File: src/rtl/serial_pkg.sv
// rtl/serial_pkg.sv - shared types and constants for the serial frame receiver
//
// Contents:
//   rx_state_t   receiver FSM states (IDLE, DATA, PARITY, STOP)
//   ERR_CNT_W    width of the errored-frame counter
//   ERR_CNT_MAX  value at which the errored-frame counter sticks
//   err_cnt_inc  saturating increment for the errored-frame counter
package serial_pkg;

  typedef enum logic [1:0] {
    IDLE   = 2'd0,
    DATA   = 2'd1,
    PARITY = 2'd2,
    STOP   = 2'd3
  } rx_state_t;

  localparam int ERR_CNT_W = 8;
  localparam logic [ERR_CNT_W-1:0] ERR_CNT_MAX = '1;

  function automatic logic [ERR_CNT_W-1:0] err_cnt_inc(input logic [ERR_CNT_W-1:0] v);
    return (v == ERR_CNT_MAX) ? v : v + ERR_CNT_W'(1);
  endfunction

endpackage

File: src/rtl/serial_frame_rx_if.sv
// rtl/serial_frame_rx_if.sv - serial line and result bundle of the frame receiver
//
// Signals:
//   bit_en      bit strobe; bit_in only matters on strobed edges
//   bit_in      serial line, idles high
//   word_out    last good payload
//   word_valid  one-cycle pulse per frame with a good stop bit
//   parity_err  one-cycle pulse alongside word_valid on parity mismatch
//   frame_err   one-cycle pulse when the stop bit is low
//   busy        receiver is inside a frame
//   err_count   saturating count of errored frames
// Modports: master drives the line and watches results; slave is the receiver.
interface serial_frame_rx_if
  import serial_pkg::*;
#(
  parameter int DATA_BITS = 4
);
  logic                 bit_en;
  logic                 bit_in;
  logic [DATA_BITS-1:0] word_out;
  logic                 word_valid;
  logic                 parity_err;
  logic                 frame_err;
  logic                 busy;
  logic [ERR_CNT_W-1:0] err_count;

  modport master (
    output bit_en, bit_in,
    input  word_out, word_valid, parity_err, frame_err, busy, err_count
  );

  modport slave (
    input  bit_en, bit_in,
    output word_out, word_valid, parity_err, frame_err, busy, err_count
  );
endinterface

File: src/rtl/rx_shift_reg.sv
// rtl/rx_shift_reg.sv - payload assembly shift register, serial-in at the MSB
//
// Ports:
//   clk    rising-edge clock
//   clear  synchronous clear, wins over en
//   en     shift one position right, loading sin into the MSB
//   sin    serial input bit
//   q      register contents; after WIDTH LSB-first shifts q holds the word
module rx_shift_reg #(
  parameter int WIDTH = 4
) (
  input  logic             clk,
  input  logic             clear,
  input  logic             en,
  input  logic             sin,
  output logic [WIDTH-1:0] q
);

  always_ff @(posedge clk) begin
    if (clear) begin
      q <= '0;
    end else if (en) begin
      q <= {sin, q[WIDTH-1:1]};
    end
  end

endmodule

File: src/rtl/serial_frame_rx.sv
// rtl/serial_frame_rx.sv - strobed serial frame receiver with parity and error count
//
// Frame: start(0), DATA_BITS payload bits LSB-first, optional even parity, stop(1).
// Ports:
//   clk    rising-edge clock
//   reset  synchronous, active-high; discards any partial frame silently
//   bus    serial_frame_rx_if slave modport (line in, results out)
// Parameters:
//   DATA_BITS  payload width (>= 2)
//   PARITY_EN  1 = even parity bit present, 0 = none
module serial_frame_rx
  import serial_pkg::*;
#(
  parameter int DATA_BITS = 4,
  parameter int PARITY_EN = 1
) (
  input  logic               clk,
  input  logic               reset,
  serial_frame_rx_if.slave   bus
);

  // Counter reaches DATA_BITS on the final data strobe, so it never wraps.
  localparam int CNT_W = $clog2(DATA_BITS + 1);
  localparam logic [CNT_W-1:0] LAST_IDX = CNT_W'(DATA_BITS - 1);

  rx_state_t            state, state_nxt;
  logic [CNT_W-1:0]     bit_cnt;
  logic [DATA_BITS-1:0] shift_q;
  logic                 par_q;
  logic                 par_bad;
  logic                 shift_en;

  logic [DATA_BITS-1:0] word_q;
  logic                 valid_q;
  logic                 perr_q;
  logic                 ferr_q;
  logic [ERR_CNT_W-1:0] err_q;

  assign shift_en = bus.bit_en && (state == DATA);

  rx_shift_reg #(
    .WIDTH (DATA_BITS)
  ) u_shift (
    .clk   (clk),
    .clear (reset),
    .en    (shift_en),
    .sin   (bus.bit_in),
    .q     (shift_q)
  );

  // Even parity: payload XOR parity bit must be zero.
  generate
    if (PARITY_EN != 0) begin : g_par
      assign par_bad = (^shift_q) != par_q;
    end else begin : g_nopar
      assign par_bad = 1'b0;
    end
  endgenerate

  always_ff @(posedge clk) begin
    if (reset) begin
      state <= IDLE;
    end else begin
      state <= state_nxt;
    end
  end

  always_comb begin
    state_nxt = state;
    if (bus.bit_en) begin
      unique case (state)
        IDLE:    if (!bus.bit_in) state_nxt = DATA;
        DATA:    if (bit_cnt == LAST_IDX) state_nxt = (PARITY_EN != 0) ? PARITY : STOP;
        PARITY:  state_nxt = STOP;
        STOP:    state_nxt = IDLE;
        default: state_nxt = IDLE;
      endcase
    end
  end

  always_ff @(posedge clk) begin
    if (reset) begin
      bit_cnt <= '0;
      par_q   <= 1'b0;
      word_q  <= '0;
      valid_q <= 1'b0;
      perr_q  <= 1'b0;
      ferr_q  <= 1'b0;
      err_q   <= '0;
    end else begin
      valid_q <= 1'b0;
      perr_q  <= 1'b0;
      ferr_q  <= 1'b0;
      if (bus.bit_en) begin
        unique case (state)
          IDLE:   if (!bus.bit_in) bit_cnt <= '0;
          DATA:   bit_cnt <= bit_cnt + CNT_W'(1);
          PARITY: par_q <= bus.bit_in;
          STOP: begin
            if (bus.bit_in) begin
              word_q  <= shift_q;
              valid_q <= 1'b1;
              perr_q  <= par_bad;
            end else begin
              ferr_q  <= 1'b1;
            end
            // A frame with both a parity and a stop error counts once.
            if (!bus.bit_in || par_bad) err_q <= err_cnt_inc(err_q);
          end
          default: ;
        endcase
      end
    end
  end

  assign bus.word_out   = word_q;
  assign bus.word_valid = valid_q;
  assign bus.parity_err = perr_q;
  assign bus.frame_err  = ferr_q;
  assign bus.err_count  = err_q;
  assign bus.busy       = (state != IDLE);

endmodule

File: src/flat_wrapper.sv
// flat-port wrapper written by rule: the top's interface ports become plain ports
module serial_frame_rx_flat import serial_pkg::*;
#(
  parameter int DATA_BITS = 4,
  parameter int PARITY_EN = 1
)
  (clk, reset, bus_bit_en, bus_bit_in, bus_word_out, bus_word_valid, bus_parity_err, bus_frame_err, bus_busy, bus_err_count);
  serial_frame_rx_if #(.DATA_BITS(DATA_BITS)) bus_i ();
  input  logic clk;
  input  logic reset;
  input wire logic [$bits(bus_i.bit_en)-1:0] bus_bit_en;
  input wire logic [$bits(bus_i.bit_in)-1:0] bus_bit_in;
  output wire logic [$bits(bus_i.word_out)-1:0] bus_word_out;
  output wire logic [$bits(bus_i.word_valid)-1:0] bus_word_valid;
  output wire logic [$bits(bus_i.parity_err)-1:0] bus_parity_err;
  output wire logic [$bits(bus_i.frame_err)-1:0] bus_frame_err;
  output wire logic [$bits(bus_i.busy)-1:0] bus_busy;
  output wire logic [$bits(bus_i.err_count)-1:0] bus_err_count;
  assign bus_i.bit_en = bus_bit_en;
  assign bus_i.bit_in = bus_bit_in;
  assign bus_word_out = bus_i.word_out;
  assign bus_word_valid = bus_i.word_valid;
  assign bus_parity_err = bus_i.parity_err;
  assign bus_frame_err = bus_i.frame_err;
  assign bus_busy = bus_i.busy;
  assign bus_err_count = bus_i.err_count;
  serial_frame_rx #(.DATA_BITS(DATA_BITS), .PARITY_EN(PARITY_EN)) u_core (.clk(clk), .reset(reset), .bus(bus_i));
endmodule
File: config.mk
export PLATFORM = sky130hd
export DESIGN_NAME = serial_frame_rx_flat
export DESIGN_NICKNAME = d
export VERILOG_FILES = /design/src/rtl/serial_pkg.sv /design/src/rtl/serial_frame_rx_if.sv /design/src/rtl/rx_shift_reg.sv /design/src/rtl/serial_frame_rx.sv /design/src/flat_wrapper.sv
export SDC_FILE = /design/constraint.sdc
export NUM_CORES = 1
export LEC_CHECK = 0
export ABC_AREA = 1
export BUFFER_PORTS_ARGS = -buffer_cell sky130_fd_sc_hd__buf_2
export CAP_MARGIN = 20
export CORE_AREA = 2 2 51 53
export CTS_CLUSTER_SIZE = 12
export DETAILED_ROUTE_END_ITERATION = 10
export DIE_AREA = 0 0 53 55
export GPL_ROUTABILITY_DRIVEN = 1
export PLACE_DENSITY = 0.85
export RECOVER_POWER = 100
export SYNTH_ARGS = -nofsm -noshare
export SYNTH_HDL_FRONTEND = slang
export SYNTH_SLANG_ARGS = --single-unit
File: constraint.sdc
create_clock -name clk -period 1.6 [get_ports clk]
set_clock_uncertainty 0.15 [all_clocks]
set_input_delay 0.08 -clock clk [delete_from_list [all_inputs] [get_ports clk]]
set_output_delay 0.08 -clock clk [all_outputs]
set_load 0.05 [all_outputs]
==> impl_metrics.json <==
{
  "ys_ff_latch": 25,
  "ys_warn_count": 0,
  "syn_area_um2": 1200,
  "wl_per_cell_um": 12.0,
  "die_w_um": 53,
  "gp_congestion": 0.842,
  "synth_area_leaders": "dfxtp_1 42%, ha_1 8.4%, nand2_1 8.2%",
  "htreeDepth": 1,
  "setup_viol": 0,
  "worst-path-buf-inv": 1,
  "p_leak_nw": 0.585,
  "powerDensity_nw_per_um2": 809,
  "grt_pass1_wl_um": 4000,
  "syn2layout_area_growth_pct": 19.7,
  "drive_gt1_share_pct": 20.2,
  "cp_max_fo": 7,
  "p_comb_share_pct": 18.2,
  "vias_per_cell": 5.26,
  "yosysMostFrequentCell": "nand2_1",
  "ir_worst_vdd_mv": 0.588,
  "cp_data_required_time_ns": 1.68,
  "antenna_found_initial": 0,
  "dp_hpwl_um": 1790,
  "grt_max_degree": 14,
  "die_area_um2": 2920,
  "crit_family": "simple AND/OR/NAND/NOR gates",
  "multiInputGateArea_um2": 652,
  "pwr-share-clk_pct": 24.4,
  "cp-start-kind": "flop",
  "route.detailed.drc": 0,
  "fin_nets": 191,
  "track_usage_pct": 18.7,
  "finalCritPeriodShare_pct": 94.2,
  "synth_cells": 152,
  "first_global_vias": 951,
  "min_path_type": "flop to flop",
  "syn-num-nets": 164,
  "die_h_um": 55,
  "cts_root_buf": "clkbuf_4",
  "cts_made_buffers": 3,
  "period_needed_ns": 1.51,
  "initial_core_util_pct": 50.6,
  "max_stage_delay_ns": 0.40,
  "endpoint_kind": "flop",
  "antenna_cells": 0,
  "post-place-ws_ns": 0.0230,
  "routed_wl_um": 2490,
  "synth_seq_area_share_pct": 41.8,
  "avgSynthCellArea_um2": 7.87,
  "clk_latency_ns": 0.31,
  "slew_headroom_pct": 60.0,
  "timing.fmax_mhz": 664,
  "core-area_um2": 2360,
  "maxCapViolations": 0,
  "cts_sinks": 25,
  "yosysTopAreaCell": "dfxtp_1",
  "crit_path_frequent_cell": "nor2_1",
  "ioPinCount": 20,
  "synth.distinct_cells": 22,
  "switching_share_pct": 30.0,
  "fill_cells": 214,
  "outcome": "finished, final reports clean",
  "yosys-top-cells-count": "26 x nand2_1, 25 x dfxtp_1, 19 x a21oi_1",
  "fin_cells": 208,
  "num_vias": 1095,
  "drtIter0Drc": 29,
  "clk_pin_slew_ns": 0.14,
  "p_sw_mw": 0.347,
  "drtAntennaViolNets": 0,
  "arrival_ns": 1.58,
  "portBuffers": 19,
  "setup_ws_ns": 0.0930,
  "regArea_um2": 520,
  "hold_viol_final": 0,
  "grt-ovfl-total": 0,
  "worst_pin_slew_ns": 0.603,
  "first_pass_iters": 4,
  "path_cells": "ha_4, nand2_2, nor2_4, a31oi_4, nand2_4, inv_2, nor2_1, nor2_1",
  "placed_cells": 199,
  "cts_tree": "built",
  "cp_slowest_cell": "dfxtp_4",
  "p_seq_share_pct": 57.5,
  "ys.flop_type": "dfxtp_1",
  "p_int_mw": 0.810,
  "fp-row-count": 18,
  "synth-edff-count": 0,
  "cts_max_path_buffers": 2,
  "async_flop_share_pct": 0,
  "finalMaxSlewViolations": 0,
  "criticalPathCategory": "flop to flop",
  "netlist.area_leader.share_pct": 41.8
}
power by group through the flow:
stage | clock [mW] | combinational (mW) | sequential, mW
final | 0.282 | 0.210 | 0.665
after global routing | 0.312 | 0.240 | 0.669
after CTS | 0.292 | 0.208 | 0.661
after detailed placement | 0 | 0.197 | 0.675
after global placement | 0 | 0.190 | 0.672
after floorplan | 0 | 0.147 | 0.680
per-layer routing:
layer | share of wire (%) | vias to the layer above | track usage (%)
met5 | 0 | - | 0
met4 | 0.60 | 0 | 8.12
met3 | 4.7 | 2 | 2.42
met2 | 52 | 27 | 33.5
met1 | 42 | 511 | 22.6
li1 | - | 555 | -
stage by stage:
stage               power (mW)  utilization (%)  instance area, µm²  hold WS [ns]  setup TNS [ns]
finish                    1.16             60.5                1430         0.289               0
CTS                       1.16             59.6                1410         0.304               0
floorplan                0.827                -                1210       0.00931               0
detailed placement       0.872             56.4                1330         0.237               0
global route              1.22             60.5                1430         0.306       -0.000205
global placement         0.861             56.4                1330         0.225               0
cell families after synthesis:
group / count (synthesis) / synth area share, %
simple gates: 56 / 21.5
compound gates: 34 / 16.2
flops: 25 / 41.8
buf+inv: 22 / 6.90
fa+ha+maj: 8 / 8.37
xor+xnor: 7 / 5.13
area by class of cell:
| class | count | share of cell area [%] |
|---|---|---|
| Clock buffer | 4 | 1.84 |
| Inverter | 20 | 5.24 |
| Sequential cell | 25 | 36.4 |
| Timing Repair Buffer | 23 | 8.39 |
| Tap cell | 30 | 2.62 |
| Multi-Input combinational cell | 106 | 45.5 |
placed cells by master, fill, tap and decap left out:
master | netlist | routed
a211oi_1 | 1 | 1
a21boi_0 | 1 | 1
a21oi_1 | 19 | 18
a21oi_2 | 0 | 1
a31oi_2 | 0 | 1
a31oi_4 | 1 | 1
buf_2 | 0 | 2
buf_4 | 0 | 2
clkbuf_1 | 2 | 13
clkbuf_2 | 0 | 4
clkbuf_4 | 0 | 3
dfxtp_1 | 25 | 13
dfxtp_2 | 0 | 10
dfxtp_4 | 0 | 2
dlygate4sd3_1 | 0 | 3
ha_1 | 8 | 6
ha_2 | 0 | 1
ha_4 | 0 | 1
inv_1 | 18 | 17
inv_2 | 2 | 3
nand2_1 | 26 | 25
nand2_2 | 1 | 2
nand2_4 | 1 | 1
nand3_1 | 12 | 12
nand3_4 | 1 | 1
nand3b_1 | 1 | 1
nor2_1 | 11 | 11
nor2_4 | 0 | 1
nor3_1 | 2 | 2
o211ai_1 | 1 | 1
o21ai_0 | 11 | 10
o21ai_1 | 0 | 1
xnor2_1 | 1 | 1
xor2_1 | 6 | 6
sequential cells by signal, summed over array words and instances (netlist names):
signal	flops
u_core.bus.parity_err	1
u_core.bus.err_count	8
u_core.bus.word_valid	1
u_core.bus.word_out	4
u_core.bit_cnt	3
u_core.state	2
u_core.par_q	1
u_core.u_shift.q	4
u_core.bus.frame_err	1
worst paths after layout:
kind | start | end | slack [ns] | cells past startpoint
min reg2reg | u_core.bit_cnt[0] | u_core.bit_cnt[0] | 0.29 | 1
max | u_core.bus.err_count[1] | u_core.bus.err_count[0] | 0.09 | 8
min | u_core.bit_cnt[0] | u_core.bit_cnt[0] | 0.29 | 1
max reg2reg | u_core.bus.err_count[1] | u_core.bus.err_count[0] | 0.09 | 8
repair_timing:
action | CTS | global route
buffers inserted | 0 | 1
cloned | 1 | 0
hold endpoints to repair | 12 | 0
hold buffers | 3 | 0
pin swaps | 1 | 4
gates resized for setup | 2 | 13
setup endpoints to repair | 2 | 14
No activity file was read; power rests on OpenSTA's default activity.
